### config.mk
export PLATFORM = sky130hd
export DESIGN_NAME = router_packet_assembler
export DESIGN_NICKNAME = d
export VERILOG_FILES = /design/src/rtl/router_pkg.sv /design/src/rtl/router_sat_counter.sv /design/src/rtl/router_packet_assembler.sv
export SDC_FILE = /design/constraint.sdc
export NUM_CORES = 1
export LEC_CHECK = 0
export CORE_MARGIN = 1.5
export CORE_UTILIZATION = 47
export DETAILED_ROUTE_END_ITERATION = 10
export MAX_ROUTING_LAYER = met4
export PLACE_DENSITY = 0.81
export SLEW_MARGIN = 10
export SYNTH_ARGS = -nofsm -noshare
export SYNTH_HDL_FRONTEND = slang
export SYNTH_SLANG_ARGS = --single-unit
### constraint.sdc
create_clock -name clk -period 2.2 [get_ports clk]
set_input_delay 0.55 -clock clk [delete_from_list [all_inputs] [get_ports clk]]
set_output_delay 0.55 -clock clk [all_outputs]
set_load 0.01 [all_outputs]
### src/rtl/router_pkg.sv
// Shared flit format and assembler state encoding for the router receive path.
package router_pkg;

    localparam int FLIT_W    = 11;
    localparam int PAYLOAD_W = FLIT_W - 1;
    localparam int TAIL_BIT  = FLIT_W - 1;

    typedef enum logic [1:0] {
        COLLECT,
        DROP,
        HOLD
    } asm_state_t;

endpackage

### src/rtl/router_sat_counter.sv
// 16-bit event counter that sticks at all-ones instead of wrapping; sync clear.
module router_sat_counter (
    input  logic        clk,
    input  logic        clear,
    input  logic        inc,
    output logic [15:0] count
);

    always_ff @(posedge clk) begin
        if (clear) begin
            count <= 16'd0;
        end else if (inc && (count != 16'hFFFF)) begin
            count <= count + 16'd1;
        end
    end

endmodule

### src/rtl/router_packet_assembler.sv
// Pops flits from the inter-board receive FIFO and assembles them into one wide packet word.
// Optional packet/error statistics counters are built when ROUTER_PKT_STATS_EN is defined.
module router_packet_assembler #(
    parameter int FLIT_W    = router_pkg::FLIT_W,
    parameter int MAX_FLITS = 8,
    parameter int LEN_W     = $clog2(MAX_FLITS + 1)
) (
    input  logic                              clk,
    input  logic                              reset,
    input  logic [FLIT_W-1:0]                 fifo_q,
    input  logic                              fifo_empty,
    output logic                              fifo_rdreq,
    output logic                              pkt_valid,
    input  logic                              pkt_ready,
    output logic [MAX_FLITS*(FLIT_W-1)-1:0]   pkt_data,
    output logic [LEN_W-1:0]                  pkt_len,
    output logic                              pkt_err
`ifdef ROUTER_PKT_STATS_EN
    ,
    output logic [15:0]                       pkt_count,
    output logic [15:0]                       err_count
`endif
);

    import router_pkg::*;

    localparam int PW = FLIT_W - 1;

    asm_state_t       state;
    logic             rd_pending;
    logic [LEN_W-1:0] cnt;
    logic             flit_tail;
    logic [PW-1:0]    flit_payload;

    assign flit_tail    = fifo_q[FLIT_W-1];
    assign flit_payload = fifo_q[PW-1:0];

    // Only one pop in flight, so the flit returned next cycle is always the one we asked for.
    assign fifo_rdreq = !reset && (state != HOLD) && !fifo_empty && !rd_pending;

    always_ff @(posedge clk) begin
        if (reset) begin
            state      <= COLLECT;
            rd_pending <= 1'b0;
            cnt        <= '0;
            pkt_data   <= '0;
            pkt_len    <= '0;
            pkt_err    <= 1'b0;
            pkt_valid  <= 1'b0;
        end else begin
            rd_pending <= fifo_rdreq;
            case (state)
                COLLECT: begin
                    if (rd_pending) begin
                        for (int i = 0; i < MAX_FLITS; i++) begin
                            if (cnt == LEN_W'(i)) begin
                                pkt_data[PW*i +: PW] <= flit_payload;
                            end
                        end
                        if (flit_tail) begin
                            pkt_len   <= cnt + LEN_W'(1);
                            pkt_valid <= 1'b1;
                            state     <= HOLD;
                        end else if (cnt == LEN_W'(MAX_FLITS - 1)) begin
                            // Buffer full without a tail: swallow the rest of this packet.
                            state <= DROP;
                        end else begin
                            cnt <= cnt + LEN_W'(1);
                        end
                    end
                end
                DROP: begin
                    if (rd_pending && flit_tail) begin
                        pkt_len   <= LEN_W'(MAX_FLITS);
                        pkt_err   <= 1'b1;
                        pkt_valid <= 1'b1;
                        state     <= HOLD;
                    end
                end
                HOLD: begin
                    if (pkt_ready) begin
                        pkt_data  <= '0;
                        cnt       <= '0;
                        pkt_len   <= '0;
                        pkt_err   <= 1'b0;
                        pkt_valid <= 1'b0;
                        state     <= COLLECT;
                    end
                end
                default: state <= COLLECT;
            endcase
        end
    end

`ifdef ROUTER_PKT_STATS_EN
    logic handshake;
    assign handshake = pkt_valid && pkt_ready;

    router_sat_counter u_pkt_count (
        .clk   (clk),
        .clear (reset),
        .inc   (handshake),
        .count (pkt_count)
    );

    router_sat_counter u_err_count (
        .clk   (clk),
        .clear (reset),
        .inc   (handshake && pkt_err),
        .count (err_count)
    );
`endif

endmodule

## Word-level counts from Yosys, hierarchy flattened

Cells that the tools add are included.

- Register bits after elaboration: 93
- Bits in latches: 0
- Memory bits (writable): 0
- Bits in read-only memories: 0
- Input bits: 15
- Output and inout port bits: 87
- Word-level logic and storage cells: 96
- Memories: 0

- Add/subtract/negate cells: 1
- Multiply operators: 0
- Div/mod/pow operators: 0
- $lt $le $gt $ge: 0
- Equality and inequality tests: 25
- Shift-type cells: 0
- Multiplexer cells: 32
- Bitwise operators: 0
- Reduce and logical (&&, ||, !) cells: 24

Operators with widths:

| cell | count |
|---|---|
| 80-bit 2-to-1 mux | 2 |
| 80-bit case mux with 2 select lines | 1 |
| 10-bit 2-to-1 mux | 8 |
| 4-bit AND reduction | 9 |
| 2-bit != test (second input constant) | 15 |
| 4-bit 2-to-1 mux | 7 |
| 4-bit by 3-bit == test with 1-bit output (second input constant) | 4 |
| 4-bit case mux with 3 select lines | 1 |
| 2-bit 2-to-1 mux | 5 |
| 5-bit AND reduction | 2 |
| 4-bit by 2-bit == test with 1-bit output (second input constant) | 2 |
| 4-bit case mux with 2 select lines | 1 |
| 2-bit case mux with 3 select lines | 1 |
| 4-bit by 1-bit adder with 4-bit output (second input constant) | 1 |
| 4-bit by 1-bit == test with 1-bit output (second input constant) | 1 |
| 1-bit logical AND | 4 |
| 4-bit zero test | 1 |
| 1-bit 2-to-1 mux | 4 |
| 2-bit nonzero test | 2 |
| 1-bit zero test | 3 |
| 3-bit != test (second input constant) | 1 |
| 1-bit case mux with 3 select lines | 1 |
| 3-bit AND reduction | 1 |
| 3-bit nonzero test | 1 |
| 4 further kinds | 4 |

## Depth between registers and ports, before layout

- Word-level depth: 5
- Mapped depth: 7
- Gate-level depth less buffers: 6

## Worst setup path before layout

No wires, ideal clock.

- Path type: input port to output port
- From: input reset
- To: output fifo_rdreq
- Arrival time: 1.373 ns
- Data required time: 1.650 ns
- Slack: 0.277 ns
- Stages on the path: 3
- Buffers on the path: 2
- Cells stage by stage: buf_2 -> clkbuf_1 -> nor4_1

- Word-level cells in the longest chain between the ends: 4

Ends and longest elaborated chain:

| item | line | source |
|---|---|---|
| start: declaration | router_packet_assembler.sv:9 | `input logic reset,` |
| 1-bit zero test | router_packet_assembler.sv:39 | `assign fifo_rdreq = !reset && (state != HOLD) && !fifo_empty && !rd_pending;` |
| 1-bit logical AND (3 in a row) | router_packet_assembler.sv:39 |  |
| end: declaration | router_packet_assembler.sv:12 | `output logic fifo_rdreq,` |

Every way passes these cells.

## Worst setup path after layout

- From: register state[0]
- To: register pkt_data[78]

- Word-level cells in the longest chain between the ends: 3
- Elaborated cells between the ends (all ways): 8
- Those cells by class: eq/ne (4); mux (1); reduce/logical (3)

Ends and longest elaborated chain:

| item | line | source |
|---|---|---|
| start: declaration | router_packet_assembler.sv:29 | `asm_state_t state;` |
| start signal: assignment | router_packet_assembler.sv:43 | `state <= COLLECT;` |
| start signal: assignment | router_packet_assembler.sv:63 | `state <= HOLD;` |
| start signal: assignment | router_packet_assembler.sv:66 | `state <= DROP;` |
| 2-bit == test / 2-bit zero test (equally long branches) | router_packet_assembler.sv:52 | `case (state)` |
| 2-bit != test (no source line) / 2-bit nonzero test (equally long branches) | - |  |
| 4-bit AND reduction (no source line) | - |  |
| end signal: indexed assignment | router_packet_assembler.sv:57 | `pkt_data[PW*i +: PW] <= flit_payload;` |
| end: declaration | router_packet_assembler.sv:15 | `output logic [MAX_FLITS*(FLIT_W-1)-1:0] pkt_data,` |

Several ways; a longest one is shown, not always the timed one.
A chain may end at the register's enable or synchronous reset.

==> impl_metrics.env <==
export IMPL_power_density_nw_per_um2=954
export IMPL_synth_main_ff_cell="dfxtp_1"
export IMPL_ys_seq_area_share_pct=51.3
export IMPL_mostFrequentLayoutCells="clkdlybuf4s50_1, dfxtp_1, a22o_1"
export IMPL_grt_overflow=0
export IMPL_synthCells=321
export IMPL_arrival_ns=2.36
export IMPL_row_count=31
export IMPL_grt_antenna_before_repair=0
export IMPL_min_delay_start="pkt_data[24]"
export IMPL_cts_path_max_buffers=2
export IMPL_drt_total_wl_um=9100
export IMPL_clkTransAtPathRegs_ns=0.09
export IMPL_period_minus_slack_ns=2.05
export IMPL_place_congestion=0.843
export IMPL_antenna_cells=0
export IMPL_startpoint="state[0]"
export IMPL_die_area_um2=8260
export IMPL_cts_tree="built"
export IMPL_cp_cell_sequence="inv_1 > ha_1 > and2b_4 > nor2_2 > and2_1 > a22o_1"
export IMPL_post_cts_buffers=0
export IMPL_crit_type="reg -> reg"
export IMPL_post_route_period_util_pct=93.4
export IMPL_drive_gt1_share_pct=10.5
export IMPL_crit_path_max_fanout=10
export IMPL_hold_viol_final=0
export IMPL_grt_first_pass_wirelength_um=14500
export IMPL_max_stage_delay_ns=0.48
export IMPL_synth_edf_count=0
export IMPL_ys_ff_latch=93
export IMPL_avgSynthCellArea_um2=11.3
export IMPL_ys_async_sr_fraction_pct=0
export IMPL_grt_setup_unrepaired="no"
export IMPL_relSlewSlack_pct=59.6
export IMPL_final_common_cell="clkdlybuf4s50_1"
export IMPL_slew_viol_final=0
export IMPL_syn_area_um2=3630
export IMPL_dp_final_hpwl_um=6300
export IMPL_ir_drop_mv=0.756
export IMPL_synth_cell_types=43
export IMPL_hold_class="reg -> reg"
export IMPL_drt_pass1_iterations=4
export IMPL_drcViolationCount=0
export IMPL_htree_levels=3
export IMPL_dieHeight_um=90.9
export IMPL_fin_hold_ws_ns=0.479
export IMPL_skew_ns=0.00894
export IMPL_yosys_warnings=0
export IMPL_cts_sinks=93
export IMPL_finalSetupViolations=0
export IMPL_drtIter0Drc=125
export IMPL_grt_max_degree=17
export IMPL_setup_worst_path_end_class="register"
export IMPL_p_leak_nw=1.85
export IMPL_cts_root_buf="clkbuf_8"
export IMPL_synth_net_count=345
export IMPL_netlist_area_leader_share_pct=51.3
export IMPL_r2r_start="state[0]"
export IMPL_yosys_area_top_type="dfxtp_1"
export IMPL_port_buffers=101
export IMPL_fp_coreArea_um2=7370
export IMPL_worstMarginPinSlew_ns=0.604
export IMPL_status="finished clean"
export IMPL_clk_latency_ns=0.36
export IMPL_synthToLayoutAreaGrowth_pct=34.9
export IMPL_fin_nets=438
export IMPL_ant_nets=0
export IMPL_vias=2898
export IMPL_fp_dieW_um=90.9
export IMPL_grt_pass1_vias=2703
export IMPL_setup_tns_ns=0
export IMPL_io_pins=102
export IMPL_max_freq_mhz=487
export IMPL_required_ns=2.50
export IMPL_avgViaCountPerCell=5.61
export IMPL_start_util_pct=49.3
export IMPL_critical_path_top_delay_family="simple AND/OR/NAND/NOR gates"
export IMPL_synthTopCellsByArea="dfxtp_1, a22o_1, a21oi_4"
export IMPL_grt_usage_pct=23.0
export IMPL_crit_buf_inv=1
export IMPL_numCtsBuffers=9
export IMPL_wl_per_cell_um=17.6
export IMPL_maxCapViolCount=0
export IMPL_critical_path_slowest_cell="and2_1"
export IMPL_startpoint_type="register"
-- registers in the layout, summed over array words and instances, names as in the netlist --
signal and count:
pkt_valid 1, rd_pending 1, pkt_len 4, pkt_data 80
pkt_err 1, cnt 4, state 2
-- through the flow --
step / instances / setup WS [ns] / utilization [%] / cell area [um^2] / total power, W
floorplan: 321 / 0.277 / - / 3630 / 0.00302
global placement: 502 / -0.152 / 63.8 / 4700 / 0.00352
detailed placement: 502 / -0.132 / 63.8 / 4700 / 0.00356
CTS: 517 / 0.0187 / 66.4 / 4900 / 0.00467
global route: 517 / 0.00366 / 66.5 / 4900 / 0.00491
finish: 517 / 0.146 / 66.5 / 4900 / 0.00467
-- cell families (layout without fill, tap and decap cells) --
| kind of cell | after synthesis | in the layout | share of synthesized area (%) |
|---|---|---|---|
| flip-flops | 93 | 93 | 51.3 |
| adder cells (fa/ha/maj) | 9 | 9 | 3.10 |
| AO/OA/AOI/OAI | 119 | 119 | 28.9 |
| XOR/XNOR | 2 | 2 | 0.482 |
| buffers and inverters | 34 | 131 | 4.31 |
| AND/OR/NAND/NOR | 60 | 60 | 10.8 |
| multiplexers | 4 | 4 | 1.17 |
-- power breakdown --
part | total (W) | leakage (nW) | switching [W] | internal (W)
clock | 0.00112 | 0.0959 | 0.000593 | 0.000528
combinational | 0.00165 | 1.00 | 0.000983 | 0.000663
sequential | 0.00191 | 0.751 | 0.0000922 | 0.00181
-- Yosys cell counts, types with 5 or more instances --
| cell | count |
|---|---|
| buf_2 | 19 |
| a21oi_1 | 8 |
| nor2_1 | 6 |
| o21ai_0 | 5 |
| dfxtp_1 | 93 |
| a31o_1 | 9 |
| ha_1 | 9 |
| clkbuf_1 | 5 |
| and2_1 | 10 |
| nor2b_1 | 5 |
| a22o_1 | 80 |
| and3_1 | 8 |
| a21oi_4 | 8 |
| inv_1 | 5 |
| nand2b_1 | 5 |
-- cell type report --
class                   instances  area [um^2]
fillers                       566         2470
flip-flops and latches         93         1860
multi-input cells             194         1620
repair buffers                110         1070
clock buffers                   9          124
well taps                      99          124
clock inverters                 6         72.6
inverters                       6         22.5
-- final timing paths --
check,endpoint,depth (start not counted),slack [ns]
setup / recovery,pkt_data[78],6,0.15
setup reg to reg,pkt_data[78],6,0.15
hold / removal,pkt_data[24],1,0.48
hold reg to reg,pkt_data[24],1,0.48
-- per-layer routing --
metal	global-route usage, %	vias to the layer above	part of all wire, %
met1	29.5	1388	46
met5	-	-	0
met4	7.29	0	0.98
li1	-	1398	-
met3	5.72	12	5.6
met2	35.7	100	48
-- timing repair --
item,in CTS,in global routing
endpoints found under the setup margin,1,12
resized for setup,1,6
hold buffers,0,0
gates cloned,0,0
pin swaps,0,0
Note: power is estimated with default switching activity, not from simulation.
